### config.mk
export PLATFORM = sky130hd
export DESIGN_NAME = hazard_fwd_ctrl
export DESIGN_NICKNAME = d
export VERILOG_FILES = /design/src/rtl/hazard_fwd_ctrl.sv
export SDC_FILE = /design/constraint.sdc
export NUM_CORES = 1
export LEC_CHECK = 0
export CORE_UTILIZATION = 35
export CTS_CLUSTER_SIZE = 40
export DETAILED_ROUTE_END_ITERATION = 10
export MAX_ROUTING_LAYER = met4
export SETUP_SLACK_MARGIN = 0.4
export SYNTH_ARGS = -nofsm -noshare
export SYNTH_HDL_FRONTEND = slang
export SYNTH_SLANG_ARGS = --single-unit
### constraint.sdc
create_clock -name clk -period 2.6 [get_ports clk]
set_input_delay 0.65 -clock clk [delete_from_list [all_inputs] [get_ports clk]]
set_output_delay 0.65 -clock clk [all_outputs]
set_load 0.02 [all_outputs]
### src/rtl/hazard_fwd_ctrl.sv
// REG/DEC hazard controller: EX/MEM scoreboard, forward-mux selects, load-use
// stall with bubble injection, post-branch squash and a saturating stall counter.
module hazard_fwd_ctrl #(
  parameter int REGW         = 5,
  parameter int ZERO_REG     = 31,
  parameter int FLUSH_CYCLES = 1,
  parameter int CNT_W        = 16
) (
  input  logic             clk,
  input  logic             reset,
  input  logic             instr_valid,
  input  logic [REGW-1:0]  rn,
  input  logic [REGW-1:0]  rb,
  input  logic             uses_a,
  input  logic             uses_b,
  input  logic [REGW-1:0]  dec_rd,
  input  logic             dec_regwrite,
  input  logic             dec_mem2reg,
  input  logic             flush,
  output logic [1:0]       ForwardMuxA,
  output logic [1:0]       ForwardMuxB,
  output logic             stall,
  output logic             bubble,
  output logic [CNT_W-1:0] stall_count
);

  localparam logic [REGW-1:0] ZR     = REGW'(ZERO_REG);
  localparam logic [1:0]      RELOAD = 2'(FLUSH_CYCLES - 1);

  typedef enum logic {RUN, FLUSH} state_t;

  state_t          state;
  logic [1:0]      fcnt;

  logic            ex_v, ex_rw, ex_ld;
  logic [REGW-1:0] ex_rd;
  // The load flag of the MEM slot is never consulted, so it is not stored.
  logic            mem_v, mem_rw;
  logic [REGW-1:0] mem_rd;

  logic ex_a, ex_b, mem_a, mem_b, hz, issue;

  function automatic logic hit(input logic v, input logic rw,
                               input logic [REGW-1:0] rd, input logic [REGW-1:0] r);
    return v & rw & (rd == r) & (r != ZR);
  endfunction

  function automatic logic [1:0] sel(input logic uses, input logic exm,
                                     input logic exld, input logic memm);
    if (!uses)              return 2'b00;
    else if (exm && !exld)  return 2'b01;
    else if (memm)          return 2'b10;
    else                    return 2'b00;
  endfunction

  always_comb begin
    ex_a  = hit(ex_v, ex_rw, ex_rd, rn);
    ex_b  = hit(ex_v, ex_rw, ex_rd, rb);
    mem_a = hit(mem_v, mem_rw, mem_rd, rn);
    mem_b = hit(mem_v, mem_rw, mem_rd, rb);
    hz    = instr_valid & (state == RUN) &
            ((uses_a & ex_a & ex_ld) | (uses_b & ex_b & ex_ld));

    stall  = 1'b0;
    bubble = 1'b1;
    if (reset && state == RUN && !flush) begin
      stall  = hz;
      bubble = hz | ~instr_valid;
    end

    ForwardMuxA = '0;
    ForwardMuxB = '0;
    if (reset && !hz) begin
      ForwardMuxA = sel(uses_a, ex_a, ex_ld, mem_a);
      ForwardMuxB = sel(uses_b, ex_b, ex_ld, mem_b);
    end

    issue = instr_valid & ~stall & ~bubble;
  end

  always_ff @(posedge clk) begin
    if (!reset) begin
      ex_v        <= 1'b0;
      ex_rw       <= 1'b0;
      ex_ld       <= 1'b0;
      ex_rd       <= '0;
      mem_v       <= 1'b0;
      mem_rw      <= 1'b0;
      mem_rd      <= '0;
      state       <= RUN;
      fcnt        <= '0;
      stall_count <= '0;
    end else begin
      mem_v  <= ex_v;
      mem_rw <= ex_rw;
      mem_rd <= ex_rd;
      if (issue) begin
        ex_v  <= 1'b1;
        ex_rw <= dec_regwrite;
        ex_ld <= dec_mem2reg;
        ex_rd <= dec_rd;
      end else begin
        ex_v  <= 1'b0;
        ex_rw <= 1'b0;
        ex_ld <= 1'b0;
        ex_rd <= '0;
      end

      if (stall && stall_count != '1)
        stall_count <= stall_count + CNT_W'(1);

      // fcnt counts squash slots still owed after the current one.
      case (state)
        RUN: begin
          if (flush && FLUSH_CYCLES > 1) begin
            state <= FLUSH;
            fcnt  <= RELOAD;
          end
        end
        FLUSH: begin
          if (flush) begin
            fcnt <= RELOAD;
          end else if (fcnt <= 2'd1) begin
            state <= RUN;
            fcnt  <= '0;
          end else begin
            fcnt <= fcnt - 2'd1;
          end
        end
        default: begin
          state <= RUN;
          fcnt  <= '0;
        end
      endcase
    end
  end

endmodule

# Yosys cells after proc, flatten, opt, wreduce, memory -nomap -nowiden
# Cells that the tools add are included.
[word_totals]
in_bits = 23
out_inout_bits = 22
word_cells = 70
register_bits = 34
[classes]
mux = 15
n_reduce_logical = 11
order_cmp = 1
n_bitwise = 24
addsub = 2
eq_ne = 7
[op_table]
columns = ["op", "n"]
rows = [
  ["$eq 5x5->1", 4],
  ["$mux 2", 10],
  ["$and 1x1->1", 18],
  ["$add 16x1->16 const B", 1],
  ["$ne 16x16->1 const B", 1],
  ["$ne 5x5->1 const B", 2],
  ["$logic_and 1x1->1", 6],
  ["$mux 1", 5],
  ["$not 1->1", 4],
  ["$reduce_and 2->1", 2],
  ["$logic_not 1->1", 3],
  ["$le 2x1->1 const B", 1],
  ["$or 1x1->1", 2],
  ["$sub 2x1->2 const B", 1],
]

# Longest topological paths before layout
# Gate-level depths: netlist of the first run.
[depth]
depth_word = 12
mapped_depth = 8
mapped_depth_nobuf = 7

# Least setup slack after synthesis of the first run
# OpenSTA, ideal clock, no wires.
[synth_path]
path_kind = "input port to output port"
from = "input rb[2]"
to = "output ForwardMuxA[1]"
t_arrival_ns = 2.105
required_ns = 1.950
n_path_buf = 0
slack_ns = -0.155
cell_stages = 6
path_cell_list = "and3_1 nand3_1 and4bb_2 o21ai_2 o2111a_1 nor3b_1"
[synth_between]
elab_chain_cells = 10
elab_cells_between_ends = 11
cone_classes = "eq/ne: 2; mux: 1; bitwise: 6; reduce/logical: 2"
[synth_lines]
columns = ["item", "line_no", "source"]
rows = [
  ["start: declaration", "13", "input logic [REGW-1:0] rb,"],
  ["$eq 5x5->1", "45", "return v & rw & (rd == r) & (r != ZR);"],
  ["$and 1x1->1", "45", ""],
  ["$and 1x1->1 *", "45", ""],
  ["$and 1x1->1 * (2 in series)", "62", "((uses_a & ex_a & ex_ld) | (uses_b & ex_b & ex_ld));"],
  ["$or 1x1->1 *", "62", ""],
  ["$and 1x1->1 *", "61", "hz = instr_valid & (state == RUN) &"],
  ["$logic_not 1->1 *", "73", "if (reset && !hz) begin"],
  ["$logic_and 1x1->1 *", "73", ""],
  ["$mux 2 *", "73", ""],
  ["end: declaration", "20", "output logic [1:0] ForwardMuxA,"],
]
# Every way passes the cells marked *; elsewhere a longest branch is shown, timed or not.

# Worst setup path in the final report of the first run
[layout_path]
from = "input rn[3]"
to = "output ForwardMuxA[1]"
[layout_between]
elab_chain_cells = 10
elab_cells_between_ends = 18
cone_classes = "eq/ne: 3; mux: 4; bitwise: 8; reduce/logical: 3"
[layout_lines]
columns = ["item", "line_no", "source"]
rows = [
  ["start: declaration", "12", "input logic [REGW-1:0] rn,"],
  ["$eq 5x5->1", "45", ""],
  ["$and 1x1->1 (2 in series)", "45", ""],
  ["$and 1x1->1 (2 in series)", "62", ""],
  ["$or 1x1->1", "62", ""],
  ["$and 1x1->1", "61", ""],
  ["$logic_not 1->1", "73", ""],
  ["$logic_and 1x1->1", "73", ""],
  ["$mux 2 *", "73", ""],
]
# Marks and branches as above.

==> impl_metrics.csv, run 1 <==
group,metric,value,unit
outcome,outcome,"complete, but fails checks",
outcome,violations,"negative setup slack",
worst_setup_path,start_kind,"input pin",
placed_design,pre_cts_slack,-0.942,ns
logic_synthesis,syn-num-nets,225,
global_route,top_usage_layer,"met2",
die,io_pins,45,
route,firstDrtPassIters,4,
global_route,overflow,0,
worst_setup_path,worstSetupPathType,"in2out",
power_and_ir_drop,peakVddDrop,396,uV
global_route,grtUsageMet1,25.1,%
placed_design,io_buffers,44,
logic_synthesis,post_synth_inst_count,201,
sta,holdWs,0.485,ns
clocking,root_buffer,"clkbuf_8",
finish,layout-drive-gt1-share,37.6,%
worst_setup_path,crit_fanout,2,
placed_design,gp_congestion,0.805,
global_route,grt_usage,19.8,%
route,antenna_left,0,
clocking,cts_num_sinks,34,
route,finalWirelength,5160,um
global_route,met3_usage,4.28,%
sta,fin_crit_sh,105,%
sta,setup_violations,4,
sta,setup_ws,-0.141,ns
logic_synthesis,syn_area,0.00177,sq mm
sta,tightest_slew,0.489,ns
worst_setup_path,critPathArrivalTime,2.09,ns
clocking,tritoncts,"built",
sta,slew_viol_final,0,
power_and_ir_drop,p_per_area,364,mW/mm^2
die,die_h,73.1,um
finish,area_growth,69.6,%
logic_synthesis,seq_area_frac_synth,38.5,%
clocking,clk_pin_slew,0.07,ns
placed_design,dp_hpwl,3470,um
finish,final_core_util,62.7,%
sta,fin_skew,0.00637,ns
global_route,antenna_found_initial,0,
route,vias,1795,
sta,fmax,365,MHz
logic_synthesis,synth_seq_cells,34,
clocking,cts_buffer_depth,2,
clocking,clock_latency,0.28,ns
global_route,grt_pass1_vias,1671,
run,drv_cap,0,
worst_hold_path,hp-class,"reg2reg",
die,initial_utilization,36.9,%
clocking,h-tree-depth,2,
logic_synthesis,yosys_warnings,0,
route,wl_per_cell,14.6,um
route,drtIter0Drc,91,
route,via_per_inst,5.07,
clocking,cts_buffers,5,
worst_setup_path,end_kind,"primary output",
logic_synthesis,synth.distinct_cells,39,
global_route,grt_pass1_wl,7810,um
sta,max-slew-margin-rel,67.1,%
global_route,grt_use_met2,31.9,%
power_and_ir_drop,p_leak,1.16,nW
sta,min_period,2.74,ns
global_route,grt_max_degree,22,
finish,layout_common_cells,"32 x dfxtp_1, 32 x buf_4, 23 x clkdlybuf4s50_1, 18 x nand2_1, 18 x buf_6",
route,drc,0,
sta,rsz0062_at_grt,"true",
die,core_area,0.00479,sq mm
sta,hold_violations,0,
die,die_w,73.1,um
die,rows,25,
worst_setup_path,cp_data_required_time,1.95,ns
die,die_area,0.00534,sq mm
finish,nNetsFinal,310,
finish,antenna_cells,0,
logic_synthesis,synth_area_per_cell,8.80,sq um
## power breakdown
group | switching (W) | internal, W
Combinational | 0.0000611 | 0.0000944
Sequential | 0.00000692 | 0.000526
Clock | 0.000192 | 0.000213
## Yosys cell counts, drive strengths merged
| library cell | number | area (sq um) |
|---|---|---|
| a21oi | 1 | 5.00 |
| nor3 | 3 | 15.0 |
| ha | 1 | 12.5 |
| nand2b | 5 | 31.3 |
| clkbuf | 6 | 22.5 |
| xor2 | 6 | 52.6 |
| or4 | 3 | 22.5 |
| o21ai | 9 | 48.8 |
| nor2 | 8 | 30.0 |
| o2111a | 1 | 11.3 |
| nor4 | 9 | 62.6 |
| dfxtp | 34 | 681 |
| inv | 5 | 18.8 |
| and4bb | 2 | 25.0 |
| buf | 2 | 16.3 |
| nand2 | 18 | 67.6 |
| a21boi | 7 | 52.6 |
| o21bai | 1 | 7.51 |
| or3 | 4 | 25.0 |
| o211a | 1 | 10.0 |
| o21a | 2 | 15.0 |
| nor4bb | 2 | 20.0 |
| o31a | 1 | 8.76 |
| nand3 | 14 | 70.1 |
| or3b | 1 | 8.76 |
| and2 | 8 | 50.1 |
| o311a | 1 | 10.0 |
| mux2i | 4 | 40.0 |
| xnor2 | 14 | 123 |
| nand4 | 8 | 50.1 |
| nor3b | 3 | 22.5 |
| nor4b | 1 | 23.8 |
| and3 | 12 | 75.1 |
| o221a | 1 | 11.3 |
| o31ai | 3 | 22.5 |
## stage by stage
step	TNS [ns]	instance area, sq um	std cells	power (W)
2_1_floorplan	0	1810	201	0.000585
3_3_place_gp	-8.66	2530	336	0.000664
3_5_place_dp	-9.13	2530	336	0.000665
4_1_cts	-0.260	2780	348	0.00108
5_1_grt	-0.558	3000	354	0.00114
6_report	-0.351	3000	354	0.00109
## state kept, by name, indices dropped and copies added, names as in the netlist
name,flops
mem_rw,1
ex_ld,1
mem_v,1
stall_count,16
ex_rd,5
state,1
fcnt,2
mem_rd,5
ex_rw,1
ex_v,1
## final timing paths
kind | start | slack [ns] | end | cells past startpoint
hold / removal | stall_count[10]$_SDFFE_PN0P_ | 0.49 | stall_count[10]$_SDFFE_PN0P_ | 2
setup reg to reg | ex_rd[0]$_SDFF_PN0_ | 0.22 | stall_count[3]$_SDFFE_PN0P_ | 10
hold reg to reg | stall_count[10]$_SDFFE_PN0P_ | 0.49 | stall_count[10]$_SDFFE_PN0P_ | 2
setup / recovery | rn[3] | -0.14 | ForwardMuxA[1] | 9
## kinds of logic (layout without fill, tap and decap cells)
family	Yosys count	in the layout	synth area share [%]
AND/OR/NAND/NOR	101	101	33.9
flip-flops	34	34	38.5
AO/OA/AOI/OAI	28	28	11.5
XOR/XNOR	20	20	9.91
buffers and inverters	13	99	3.26
multiplexers	4	4	2.26
adder cells (fa/ha/maj)	1	1	0.708
## cell type report
type	instances	area, sq um
sequential	34	683
timing repair buffer	86	821
inverter	5	18.8
clock buffer	6	82.6
clock inverter	2	12.5
multi-input combinational	154	1300
tap	67	83.8
fill	408	1790
## layer usage
metal	share of wire, %	vias to the layer above
met5	0	-
met4	0.70	0
met3	3.0	5
met2	49	35
met1	47	857
li1	-	898
## timing repair
item | in CTS | in global routing
resized for setup | 119 | 33
setup buffers | 4 | 5
cloned | 0 | 1
hold endpoints to repair | 0 | 0
setup endpoints to repair | 27 | 16
pin swaps | 18 | 20
hold buffers | 0 | 0
## critical path, stage by stage
cell and delay [ns]:
buf_8 0.11, buf_4 0.13, nand2_1 0.06, nor2_2 0.06, buf_4 0.14, nor4_1 0.35, nand4_1 0.20, nor3b_4 0.24
buf_6 0.14
(Power assumes the default switching activity.)
==> run 2, diff against run 1 <==
Settings changed: CORE_UTILIZATION 35 to 30, PLACE_DENSITY from default to 0.6.
==> run 2 against run 1 <==
Net effect:
- the flow still finishes with violations (negative setup slack)
- register-to-register slack better by 0.17 ns
- clock power grew 3%
- global-route usage is 2.3 points lower
- via count decreased by 0.72%
- non-clock buffer count fell by 5
- critical endpoint unchanged
- critical path depth is 1 lower
- highest routed layer unchanged
- clock skew barely moved
==> impl_metrics.csv, run 2 (synthesis results as in run 1) <==
group,metric,value,unit
finish,reg_top3,"stall_count (16), ex_rd (5), mem_rd (5)",
finish,antenna_cells,0,
finish,layout-drive-gt1-share,36.9,%
sta,max-slew-margin-rel,56.3,%
worst_setup_path,critPathArrivalTime,2.00,ns
finish,nNetsFinal,305,
power_and_ir_drop,peakVddDrop,199,uV
worst_setup_path,end_kind,"primary output",
worst_hold_path,hp-class,"reg2reg",
placed_design,io_buffers,44,
sta,tightest_slew,0.650,ns
sta,min_period,2.65,ns
route,drtIter0Drc,48,
worst_hold_path,worstHoldStart,"stall_count[10]$_SDFFE_PN0P_",
placed_design,pre_cts_slack,-0.952,ns
sta,fin_skew,0.00620,ns
placed_design,dp_hpwl,3530,um
worst_setup_path,r2r_end,"stall_count[3]$_SDFFE_PN0P_",
sta,rsz0062_at_grt,"true",
sta,setup_violations,2,
power_and_ir_drop,p_leak,1.10,nW
clocking,cts_hold_buf,0,
sta,setup_ws,-0.0476,ns
global_route,grt_pass1_vias,1684,
finish,area_growth,65.1,%
worst_setup_path,cp_data_required_time,1.95,ns
worst_setup_path,crit_fanout,3,
die,io_pins,45,
outcome,violations,"negative setup slack",
clocking,clock_latency,0.29,ns
power_and_ir_drop,p_per_area,375,mW/mm^2
sta,slew_viol_final,0,
placed_design,gp_congestion,0.810,
global_route,grt_max_degree,19,
run,drv_cap,0,
sta,fmax,378,MHz
die,die_h,78.8,um
clocking,cts_buffer_depth,2,
route,firstDrtPassIters,4,
global_route,grt_usage,17.5,%
worst_setup_path,cp_cell_sequence,"buf_8, xnor2_4, nand3_2, nor4b_4, o21ai_4, o2111a_1, nor3b_4, buf_6",
clocking,clk_pin_slew,0.07,ns
route,via_per_inst,5.03,
clocking,cts_buffers,5,
worst_setup_path,reg2reg_depth,9,
finish,fillers,523,
sta,fin_crit_sh,102,%
worst_setup_path,critPathLaunch,"rn[3]",
worst_setup_path,worstReg2RegStart,"ex_rd[3]$_SDFF_PN0_",
finish,regArea,687,sq um
worst_setup_path,critPathSlowestCell,"nor4b_4",
clocking,tritoncts,"built",
finish,largest_reg_flops,16,
outcome,outcome,"complete, but fails checks",
worst_setup_path,cpPeakStageDelay,0.31,ns
clocking,root_buffer,"clkbuf_8",
clocking,h-tree-depth,2,
route,vias,1782,
worst_setup_path,crit_end,"ForwardMuxA[1]",
die,die_w,78.8,um
die,core_area,0.00561,sq mm
finish,multi_input_area,0.00125,sq mm
route,drc,0,
finish,mostFrequentLayoutCell,"buf_4",
die,initial_utilization,31.5,%
die,rows,27,
finish,layout_common_cells,"31 x buf_4, 29 x dfxtp_1, 23 x clkdlybuf4s50_1, 17 x nand2_1, 16 x buf_6",
finish,top_register,"stall_count",
route,antenna_left,0,
worst_setup_path,rrSetupSlack,0.39,ns
worst_setup_path,start_kind,"input pin",
sta,holdWs,0.483,ns
die,die_area,0.00620,sq mm
power_and_ir_drop,power,0.00110,W
route,wl_per_cell,14.6,um
worst_setup_path,worstSetupPathType,"in2out",
route,finalWirelength,5170,um
global_route,grt_pass1_wl,8070,um
global_route,antenna_found_initial,0,
global_route,overflow,0,
clocking,cts_num_sinks,34,
sta,hold_violations,0,
==> run 2: repair_timing <==
| item | CTS | global route |
|---|---|---|
| cloned | 0 | 1 |
| pin swaps | 16 | 17 |
| hold endpoints to repair | 0 | 0 |
| endpoints found under the setup margin | 22 | 18 |
| gates resized for setup | 110 | 37 |
| setup buffers | 6 | 5 |
==> run 2: critical path: cells and delay by family <==
family | cells | cell delay, ns
buffers and inverters | 2 | 0.24
AND/OR/NAND/NOR | 3 | 0.60
XOR/XNOR | 1 | 0.14
AO/OA/AOI/OAI | 2 | 0.37
==> run 2: worst min-delay path by stage <==
stage	depth (start not counted)	to
after global routing	1	fcnt[1]$_SDFFE_PN0P_
after global placement	2	stall_count[10]$_SDFFE_PN0P_
after CTS	2	stall_count[10]$_SDFFE_PN0P_
after floorplan	1	mem_rw$_SDFF_PN0_
final	2	stall_count[10]$_SDFFE_PN0P_
after detailed placement	1	mem_rw$_SDFF_PN0_
==> run 2: where the power goes <==
group | internal [W] | switching [W]
Clock | 0.000214 | 0.000202
Sequential | 0.000526 | 0.00000764
Combinational | 0.0000881 | 0.0000573
==> run 2: area by class of cell <==
class	instances	share of cell area (%)
Clock inverter	1	0.171
Clock buffer	7	2.96
Timing Repair Buffer	81	26.7
Inverter	5	0.643
Multi-Input combinational cell	154	42.9
Sequential cell	34	23.5
Tap cell	72	3.09
==> run 2: layer usage <==
layer | global-route usage, % | share of wire, % | vias to the layer above
met5 | - | 0 | -
met2 | 26.2 | 45 | 40
met3 | 3.79 | 4.2 | 10
met4 | 7.22 | 2.2 | 0
li1 | - | - | 890
met1 | 22.7 | 49 | 842
==> run 2: per-stage QoR <==
step	instance area (sq um)	TNS (ns)	instances	utilization (%)
after CTS	2710	-0.179	348	48.4
after detailed placement	2480	-7.21	334	44.3
after global routing	2920	-0.186	354	52.1
final	2920	-0.0872	354	52.1
after floorplan	1810	0	201	-
after global placement	2480	-6.78	334	44.3
==> run 3, diff against run 2 <==
==> constraint.sdc (replaced) <==
create_clock -name clk -period 2.6 [get_ports clk]
set_input_delay 0.65 -clock clk [delete_from_list [all_inputs] [get_ports clk]]
set_output_delay 0.65 -clock clk [all_outputs]
set_load 0.05 [all_outputs]
==> run 3 against run 2 <==
Net effect:
- the flow still finishes with violations (negative setup slack)
- utilization hardly changed
- routed wire length is 4.9% lower
- clock power is 3% lower
- final cell count is 1.7% lower
- register-to-register slack better by 0.07 ns
- global-route usage is 0.34 points lower
- combinational power is 3% lower
- critical path depth stayed put
==> impl_metrics.csv, run 3 (synthesis results as in run 1) <==
group,metric,value,unit
outcome,outcome,"complete, but fails checks",
outcome,violations,"negative setup slack",
worst_setup_path,end_kind,"primary output",
finish,area_growth,65.2,%
finish,largest_reg_flops,16,
finish,antenna_cells,0,
worst_setup_path,worstReg2RegStart,"ex_rd[2]$_SDFF_PN0_",
sta,fin_crit_sh,105,%
route,wl_per_cell,14.1,um
route,antenna_left,0,
global_route,grt_pass1_wl,7940,um
worst_setup_path,reg2reg_depth,9,
finish,reg_top3,"stall_count (16), ex_rd (5), mem_rd (5)",
worst_setup_path,rrSetupSlack,0.46,ns
sta,setup-tns-final,-0.437,ns
finish,layout_common_cells,"31 x dfxtp_1, 25 x buf_4, 17 x nand2_1, 11 x nand3_1",
sta,tightest_slew,0.504,ns
global_route,overflow,0,
clocking,root_buffer,"clkbuf_8",
worst_setup_path,crit_fanout,3,
finish,top_register,"stall_count",
finish,final_core_util,52.1,%
clocking,clock_latency,0.29,ns
sta,fmax,366,MHz
clocking,cts_buffer_depth,2,
global_route,grt_max_degree,32,
clocking,h-tree-depth,2,
sta,max-slew-margin-rel,66.4,%
sta,holdWs,0.482,ns
sta,rsz0062_at_grt,"true",
sta,fin_skew,0.00988,ns
die,rows,27,
die,initial_utilization,31.5,%
die,core_area,0.00561,sq mm
route,drc,0,
placed_design,dp_hpwl,3590,um
sta,hold_violations,0,
finish,mostFrequentLayoutCell,"dfxtp_1",
die,die_h,78.8,um
sta,slew_viol_final,0,
finish,layout-drive-gt1-share,32.2,%
worst_hold_path,hp-class,"reg2reg",
worst_setup_path,critical_path_buf_inv_count,2,
power_and_ir_drop,p_per_area,369,mW/mm^2
worst_setup_path,r2r_end,"stall_count[3]$_SDFFE_PN0P_",
worst_setup_path,start_kind,"input pin",
sta,setup_ws,-0.135,ns
sta,min_period,2.74,ns
global_route,grt_usage,17.1,%
route,via_per_inst,4.97,
power_and_ir_drop,p_leak,1.22,nW
worst_setup_path,crit_cells,8,
route,vias,1730,
worst_setup_path,cp_data_required_time,1.95,ns
worst_setup_path,cpPeakStageDelay,0.32,ns
die,io_pins,45,
worst_setup_path,path_delay_family,"simple AND/OR/NAND/NOR gates",
sta,setup_violations,4,
placed_design,pre_cts_slack,-0.607,ns
worst_setup_path,cp_cell_sequence,"buf_8, xor2_1, nor2_1, nor4b_4, o21ai_4, o2111a_1, nor3b_4, buf_12",
power_and_ir_drop,peakVddDrop,243,uV
worst_setup_path,worstSetupPathType,"in2out",
route,firstDrtPassIters,4,
placed_design,gp_congestion,0.841,
worst_hold_path,hold_depth,2,
clocking,clk_pin_slew,0.07,ns
run,drv_cap,0,
global_route,antenna_found_initial,0,
worst_setup_path,critPathArrivalTime,2.09,ns
finish,nNetsFinal,299,
die,die_w,78.8,um
placed_design,io_buffers,44,
clocking,tritoncts,"built",
clocking,cts_num_sinks,34,
die,die_area,0.00620,sq mm
clocking,cts_hold_buf,0,
global_route,grt_pass1_vias,1691,
route,finalWirelength,4920,um
route,drtIter0Drc,42,
clocking,cts_buffers,5,
worst_setup_path,crit_end,"ForwardMuxA[1]",
worst_setup_path,critPathLaunch,"rn[2]",
worst_setup_path,critPathSlowestCell,"nor4b_4",
## run 3: cell types whose count changed in the layout (fill, tap and decap cells not counted), moves of 3 or more
cell | previous run | this run
buf_12 | 1 | 6
buf_4 | 31 | 25
buf_6 | 16 | 10
clkdlybuf4s50_1 | 23 | 10
dlygate4sd2_1 | 1 | 10
dlymetal6s2s_1 | 1 | 7
o31ai_1 | 3 | 0
## run 3: worst min-delay path, cell delays in order (launching register included)
cell	delay, ns
dfxtp_1	0.33
nand2_1	0.06
mux2i_1	0.05
## run 3: per-stage QoR
step / total power, W / area [sq um] / std cells
finish: 0.00108 / 2920 / 348
global route: 0.00113 / 2920 / 348
CTS: 0.00108 / 2830 / 348
detailed placement: 0.000663 / 2550 / 334
global placement: 0.000661 / 2550 / 334
floorplan: 0.000588 / 1830 / 201
## run 3: where the power goes
group          internal, W  switching [W]
Clock             0.000213       0.000191
Combinational    0.0000860      0.0000542
Sequential        0.000526     0.00000753
## run 3: what timing repair did
action / 4_1_cts / 5_1_grt
setup buffers: 5 / 0
setup endpoints to repair: 28 / 17
gates cloned: 1 / 0
hold endpoints to repair: 0 / 0
gates resized for setup: 91 / 22
pin swaps: 19 / 7
## run 3: how the worst min path moves through the flow
| stage | startpoint | end | slack, ns |
|---|---|---|---|
| 3_5_place_dp | ex_v$_SDFF_PN0_ | mem_v$_SDFF_PN0_ | 0.47 |
| 3_3_place_gp | stall_count[5]$_SDFFE_PN0P_ | stall_count[5]$_SDFFE_PN0P_ | 0.47 |
| 5_1_grt | stall_count[10]$_SDFFE_PN0P_ | stall_count[10]$_SDFFE_PN0P_ | 0.50 |
| 2_1_floorplan | ex_rw$_SDFF_PN0_ | mem_rw$_SDFF_PN0_ | 0.45 |
| 4_1_cts | stall_count[5]$_SDFFE_PN0P_ | stall_count[5]$_SDFFE_PN0P_ | 0.49 |
| 6_report | stall_count[5]$_SDFFE_PN0P_ | stall_count[5]$_SDFFE_PN0P_ | 0.48 |
## run 3: metal layers
layer	vias to the layer above	wire (um)	global-route usage (%)
li1	879	-	-
met1	797	2360	22.0
met2	42	2210	25.6
met3	12	231	3.91
met4	0	125	7.78
met5	-	0	-
## run 3: layout make-up
class	instances	area [sq um]
fillers	553	2690
clock buffers	6	82.6
flip-flops and latches	34	684
well taps	72	90.1
inverters	5	22.5
repair buffers	75	813
clock inverters	2	12.5
multi-input cells	154	1210
